[src/rtl/cache_arbiter.sv]
// Two-client line arbiter: the I-cache and D-cache share one physical memory port.
// Ties alternate fairly, each transfer ends in a one-cycle DONE gap, and tied IDLE cycles are counted.
//   state   | meaning
//   IDLE    | sample requests, grant one, latch address/op/data
//   SERVE_I | I-cache line read on pmem, wait for pmem_resp
//   SERVE_D | D-cache line read or writeback on pmem, wait for pmem_resp
//   DONE    | one quiet cycle so requesters can drop their request
module cache_arbiter #(
    parameter logic [15:0] CONFLICT_SAT = 16'hFFFF
) (
    input  logic         clk,
    input  logic         rst_n,
    input  logic         i_read,
    input  logic [31:0]  i_address,
    output logic [255:0] i_rdata,
    output logic         i_resp,
    input  logic         d_read,
    input  logic         d_write,
    input  logic [31:0]  d_address,
    input  logic [255:0] d_wdata,
    output logic [255:0] d_rdata,
    output logic         d_resp,
    output logic         pmem_read,
    output logic         pmem_write,
    output logic [31:0]  pmem_address,
    output logic [255:0] pmem_wdata,
    input  logic [255:0] pmem_rdata,
    input  logic         pmem_resp,
    output logic [15:0]  conflict_count
);

    typedef enum logic [1:0] {
        IDLE    = 2'd0,
        SERVE_I = 2'd1,
        SERVE_D = 2'd2,
        DONE    = 2'd3
    } state_t;

    localparam logic [31:0] LINE_MASK = 32'hFFFF_FFE0;

    state_t         r_state;
    state_t         w_state_nxt;
    logic           r_last_d;
    logic           r_write;
    logic [31:0]    r_addr;
    logic [255:0]   r_wdata;
    logic [255:0]   r_i_line;
    logic [255:0]   r_d_line;
    logic [15:0]    r_conflicts;

    logic           w_i_req;
    logic           w_d_req;
    logic           w_conflict;
    logic           w_grant_i;
    logic           w_grant_d;
    logic           w_serving;

    assign w_i_req    = i_read;
    assign w_d_req    = d_read | d_write;
    assign w_conflict = (r_state == IDLE) && w_i_req && w_d_req;

    always_comb begin
        w_state_nxt = r_state;
        w_grant_i   = 1'b0;
        w_grant_d   = 1'b0;
        unique case (r_state)
            IDLE: begin
                // On a tie the grant goes to whoever was not served last.
                if (w_i_req && w_d_req) begin
                    w_grant_i = r_last_d;
                    w_grant_d = ~r_last_d;
                end else begin
                    w_grant_i = w_i_req;
                    w_grant_d = w_d_req;
                end
                if (w_grant_i) begin
                    w_state_nxt = SERVE_I;
                end else if (w_grant_d) begin
                    w_state_nxt = SERVE_D;
                end
            end
            SERVE_I: begin
                if (pmem_resp) begin
                    w_state_nxt = DONE;
                end
            end
            SERVE_D: begin
                if (pmem_resp) begin
                    w_state_nxt = DONE;
                end
            end
            DONE: begin
                w_state_nxt = IDLE;
            end
            default: begin
                w_state_nxt = IDLE;
            end
        endcase
    end

    always_ff @(posedge clk or negedge rst_n) begin
        if (!rst_n) begin
            r_state <= IDLE;
        end else begin
            r_state <= w_state_nxt;
        end
    end

    always_ff @(posedge clk or negedge rst_n) begin
        if (!rst_n) begin
            r_last_d <= 1'b0;
            r_write  <= 1'b0;
            r_addr   <= 32'd0;
            r_wdata  <= 256'd0;
        end else if (w_grant_i) begin
            r_last_d <= 1'b0;
            r_write  <= 1'b0;
            r_addr   <= i_address & LINE_MASK;
        end else if (w_grant_d) begin
            r_last_d <= 1'b1;
            r_write  <= d_write;
            r_addr   <= d_address & LINE_MASK;
            if (d_write) begin
                r_wdata <= d_wdata;
            end
        end
    end

    always_ff @(posedge clk or negedge rst_n) begin
        if (!rst_n) begin
            r_i_line <= 256'd0;
            r_d_line <= 256'd0;
        end else if (pmem_resp) begin
            if (r_state == SERVE_I) begin
                r_i_line <= pmem_rdata;
            end
            if (r_state == SERVE_D) begin
                r_d_line <= pmem_rdata;
            end
        end
    end

    always_ff @(posedge clk or negedge rst_n) begin
        if (!rst_n) begin
            r_conflicts <= 16'd0;
        end else if (w_conflict && (r_conflicts != CONFLICT_SAT)) begin
            r_conflicts <= r_conflicts + 16'd1;
        end
    end

    assign w_serving = (r_state == SERVE_I) || (r_state == SERVE_D);

    assign pmem_read      = w_serving & ~r_write;
    assign pmem_write     = w_serving & r_write;
    assign pmem_address   = r_addr;
    assign pmem_wdata     = r_wdata;
    assign i_resp         = (r_state == SERVE_I) & pmem_resp;
    assign d_resp         = (r_state == SERVE_D) & pmem_resp;
    assign i_rdata        = i_resp ? pmem_rdata : r_i_line;
    assign d_rdata        = d_resp ? pmem_rdata : r_d_line;
    assign conflict_count = r_conflicts;

endmodule

[config.mk]
export PLATFORM = sky130hd
export DESIGN_NAME = cache_arbiter
export DESIGN_NICKNAME = d
export VERILOG_FILES = /design/src/rtl/cache_arbiter.sv
export SDC_FILE = /design/constraint.sdc
export NUM_CORES = 2
export LEC_CHECK = 0
export CORE_AREA = 2 2 553 555
export DETAILED_ROUTE_END_ITERATION = 10
export DIE_AREA = 0 0 555 557
export SLEW_MARGIN = 20
export SYNTH_ARGS = -nofsm -noshare
export SYNTH_HDL_FRONTEND = slang
export SYNTH_SLANG_ARGS = --single-unit
[constraint.sdc]
create_clock -name clk -period 3.2 [get_ports clk]
set_input_delay 0.64 -clock clk [delete_from_list [all_inputs] [get_ports clk]]
set_output_delay 0.64 -clock clk [all_outputs]
set_load 0.005 [all_outputs]
Yosys cells after proc, flatten, opt, wreduce, memory -nomap -nowiden

Cells that the tools add are included.

Add/sub/neg operators: 1
Eq/ne operators: 6
Muxes and demuxes: 18
Bitwise operators: 8
Reductions and logical operators: 12

Operator list:

| operator              | count |
|---|---|
| $mux 256              | 2 |
| $mux 32               | 2 |
| $add 16x1->16 const B | 1 |
| $ne 16x16->1 const B  | 1 |
| $mux 1                | 10 |
| $mux 2                | 3 |
| $pmux 2 s3            | 1 |
| $reduce_and 2->1      | 3 |
| $and 1x1->1           | 4 |
| $eq 2x2->1 const B    | 2 |
| $logic_and 1x1->1     | 4 |
| $ne 3x1->1 const B    | 1 |
| $not 1->1             | 3 |
| $reduce_and 3->1      | 1 |
| $eq 2x1->1 const B    | 1 |
| $logic_not 2->1       | 1 |
| $ne 2x1->1 const B    | 1 |
| $reduce_bool 2->1     | 1 |
| $reduce_or 2->1       | 1 |
| $logic_or 1x1->1      | 1 |
| $or 1x1->1            | 1 |

Flip-flop bits (word level): 820
Bits of input ports: 582

Longest topological paths before layout

Word-level depth: 7
Depth in mapped cells: 8
Depth with buffers taken out: 6

Worst setup path after synthesis

OpenSTA, ideal clock, no wires.

Path kind: input port to output port
Start point: input port pmem_resp
End point: output port d_rdata[100]
Arrival: 1.717 ns
Path slack: 0.843 ns
Stages on the path: 5
Path through: and2_1 clkbuf_1 clkbuf_1 buf_2 mux2_2

Longest elaborated chain between the ends: 2

Ends and longest elaborated chain:

| item            | line | text |
|---|---|---|
| start, declared | 28   | `input logic pmem_resp,` |
| $and 1x1->1     | 158  | `assign d_resp = (r_state == SERVE_D) & pmem_resp;` |
| $mux 256        | 160  | `assign d_rdata = d_resp ? pmem_rdata : r_d_line;` |
| end, declared   | 21   | `output logic [255:0] d_rdata,` |

No other way between the ends.

Final worst setup path

Start point: register r_state[1]
End point: output port d_rdata[0]

Longest elaborated chain between the ends: 3

Ends and longest elaborated chain:

| item                   | line | text |
|---|---|---|
| start, declared        | 41   | `state_t r_state;` |
| start signal, assigned | 105  | `r_state <= w_state_nxt;` |
| $eq 2x2->1             | 158  |  |
| $and 1x1->1            | 158  |  |
| $mux 256               | 160  |  |

No other way between the ends.

==> flow_summary.yaml <==
power:
  power.density_nw_per_um2: 1070
  switchingPower_mw: 21.8
  irDropWorstVdd_v: 0.000653
  p_sw_frac: 0.343
  comb_power_share: 0.531
  power_mw: 63.5
  pwr-share-seq: 0.280
  power_leakage_nw: 26.6
  power.internal_mw: 41.8
  pwr-share-clk: 0.189
placement:
  dpl.cell_count: 7275
  port_buffers: 1386
  place_congestion: 0.910
  dp_slack_ns: -0.298
  dp_hpwl_mm: 193
finish:
  finalNonFillerCells: 7752
  final_util: 0.196
  fill_cells: 32596
  regArea_sq_um: 20400
  multi_input_area_sq_um: 12000
  drive_above_1_share: 0.468
  syn2layout_area_growth_pct: 88.0
  layout_commonest_cell: "clkdlybuf4s50_1"
  layout_common_cells: "clkdlybuf4s50_1, dfrtp_1, mux2_4, buf_6, buf_4"
  nets: 4233
critical_path:
  crit_slowest_cell: "dfrtp_1"
  crit_fanout: 6
  cp_data_required_time_ns: 2.56
  worst_setup_path_start_kind: "flop"
  end_kind: "output port"
  arrival_ns: 2.88
  crit_chain: "buf_6, ha_4, and2_4, buf_12, clkbuf_16, buf_12, clkbuf_16, buf_8, mux2_4, buf_6"
  path_class: "flop to output port"
  r2r_slack_ns: 0.64
  max_stage_delay_ns: 0.40
outcome:
  violations: "setup timing"
  status: "complete, but fails checks"
die:
  start_util: 0.104
  rows: 203
  die_h_um: 557
  coreArea_sq_um: 304000
  die_w_um: 555
  io_pins: 1402
  dieArea_sq_um: 309000
sta:
  finalHoldViolCount: 0
  min_period_over_period: 1.10
  postLayoutSetupSlackWorst_ns: -0.316
  max_clock_freq_mhz: 284
  layout_min_cycle_time_ns: 3.52
  slew_viol_final: 0
  grt_setup_unrepaired: "yes"
  setup_viol: 480
  skew_ns: 0.0497
  worst_slew_pin_slew_ns: 0.751
  slew_headroom: 0.500
routing:
  drcViolationCount: 0
  num_vias: 24943
  wl_met2_mm: 104
  drt-initial-drc-count: 1622
  firstDrtPassIters: 5
  ant_nets: 0
  wire_per_inst_um: 30.5
  wl_met1_mm: 89.4
  top_layer_used: "met5"
  via_per_inst: 3.22
  route.met3.wl_mm: 33.9
  routed_wirelength_mm: 236
min_path:
  hold_path.class: "input pin to flop"
clock_tree:
  cts_tree: "yes"
  cts_buffers: 104
  clockBufferDepth: 4
  cts.sinks: 815
  insertion_delay_ns: 0.83
  cts.reportedPaths.clkPinSlew_ns: 0.06
  cts_root_buffer: "clkbuf_16"
  htreeDepth: 3
logic_synthesis:
  synth.distinct_cells: 35
  synth-seq-cells: 815
  synthesis.area_sq_um: 31700
  avgSynthCellArea_sq_um: 17.1
  syn_inst: 1855
  yosysSeqAreaShare: 0.644
  yosysWarningCount: 0
grt:
  grt_max_degree: 96
  grt_pass1_vias: 25087
  grt-ovfl-total: 0
  grt_pass1_wl_mm: 282
  antenna_found_initial: 180
  grt_util_all_layers: 0.142
run:
  drv_cap: 0
metal layers:
metal  global-route usage  vias up
li1                     -    10187
met1                0.158    12585
met2                0.222     1524
met3               0.0901      507
met4               0.0419      140
met5                    0        -
cell families (layout without fill, tap and decap cells):
group / count (synthesis) / after routing / share of synthesized area
XOR/XNOR: 8 / 8 / 0.00221
other: 1 / 41 / 0.000118
multiplexers: 797 / 797 / 0.310
AO/OA/AOI/OAI: 51 / 51 / 0.00952
flip-flops: 815 / 815 / 0.644
adder cells (fa/ha/maj): 5 / 5 / 0.00198
buffers and inverters: 108 / 1968 / 0.0220
AND/OR/NAND/NOR: 70 / 70 / 0.0105
timing repair:
item                                    CTS  global route
endpoints found under the setup margin  514           516
gates cloned                             12            27
hold endpoints to repair                 13             0
buffers inserted                         30           210
resized for setup                       241          1448
pin swaps                                 2             2
hold buffers                              1             0
stage by stage:
| stage | cell area [sq um] | hold slack (ns) | TNS, ns |
|---|---|---|---|
| 6_report | 59500 | 0.382 | -67.53 |
| 5_1_grt | 59400 | 0.340 | -134.17 |
| 4_1_cts | 55400 | 0.279 | -233.40 |
| 3_5_place_dp | 51100 | 0.483 | -71.67 |
| 3_3_place_gp | 51100 | 0.478 | -63.68 |
| 2_1_floorplan | 31700 | 0.344 | 0 |
power groups by stage:
| stage | logic (mW) | clock network, mW | registers, mW |
|---|---|---|---|
| 3_3_place_gp | 29.5 | 0 | 17.6 |
| 4_1_cts | 30.5 | 12.4 | 17.7 |
| 3_5_place_dp | 29.5 | 0 | 17.8 |
| 6_report | 33.7 | 12.0 | 17.8 |
| 2_1_floorplan | 9.73 | 0 | 17.2 |
| 5_1_grt | 35.3 | 12.8 | 18.3 |
state kept, by name (all words and copies together), names as in the netlist:
| name | count |
|---|---|
| r_state | 2 |
| conflict_count | 16 |
| pmem_address | 27 |
| r_i_line | 256 |
| pmem_wdata | 256 |
| r_write | 1 |
| r_d_line | 256 |
| r_last_d | 1 |
cells in the mapped netlist:
cell type	instances	area share
dfrtp_1	815	0.64
mux2_2	540	0.19
mux2_4	229	0.11
buf_2	53	0.0084
nor2_1	39	0.0046
a21oi_1	34	0.0054
mux2i_1	28	0.0089
buf_6	26	0.0092
clkbuf_1	12	0.0014
inv_1	9	0.0011
buf_4	8	0.0019
nand2_1	8	0.00095
xnor2_1	7	0.0019
nand4_1	6	0.0012
ha_1	5	0.0020
a31oi_1	4	0.00079
nand3_1	4	0.00063
and3_1	3	0.00059
and4_1	3	0.00083
o211ai_1	3	0.00071
a41oi_1	2	0.00055
and2_1	2	0.00040
o2111ai_1	2	0.00055
o21ai_0	2	0.00032
a32oi_1	1	0.00028
conb_1	1	0.00012
nand2_2	1	0.00020
nand2b_1	1	0.00020
nor2b_1	1	0.00020
nor3_2	1	0.00032
nor4_2	1	0.00040
o211ai_2	1	0.00040
o21a_1	1	0.00024
o21ba_1	1	0.00032
xor2_1	1	0.00028
area by class of cell:
cell class | instances | area share
timing repair buffer | 1780 | 0.313
sequential | 815 | 0.343
clock buffer | 143 | 0.0492
clock inverter | 36 | 0.00791
tap | 3997 | 0.0840
inverter | 9 | 0.000652
multi-input combinational | 936 | 0.201
antenna | 36 | 0.00151
worst max-delay path, delay by kind of cell, from the launching register on:
kind	cells	cell delay, ns
fa+ha+maj	1	0.14
flops	1	0.40
simple gates	1	0.18
buf+inv	7	0.98
mux	1	0.32
final timing paths:
check / from / end / cells past startpoint
hold reg to reg: r_i_line[67] / r_i_line[67] / 1
hold / removal: i_address[9] / pmem_address[9] / 3
min in group asynchronous: rst_n / pmem_wdata[237] / 2
setup / recovery: r_state[1] / d_rdata[0] / 10
max in group asynchronous: rst_n / pmem_wdata[169] / 3
setup reg to reg: r_state[0] / conflict_count[13] / 8
(Power assumes the default switching activity.)
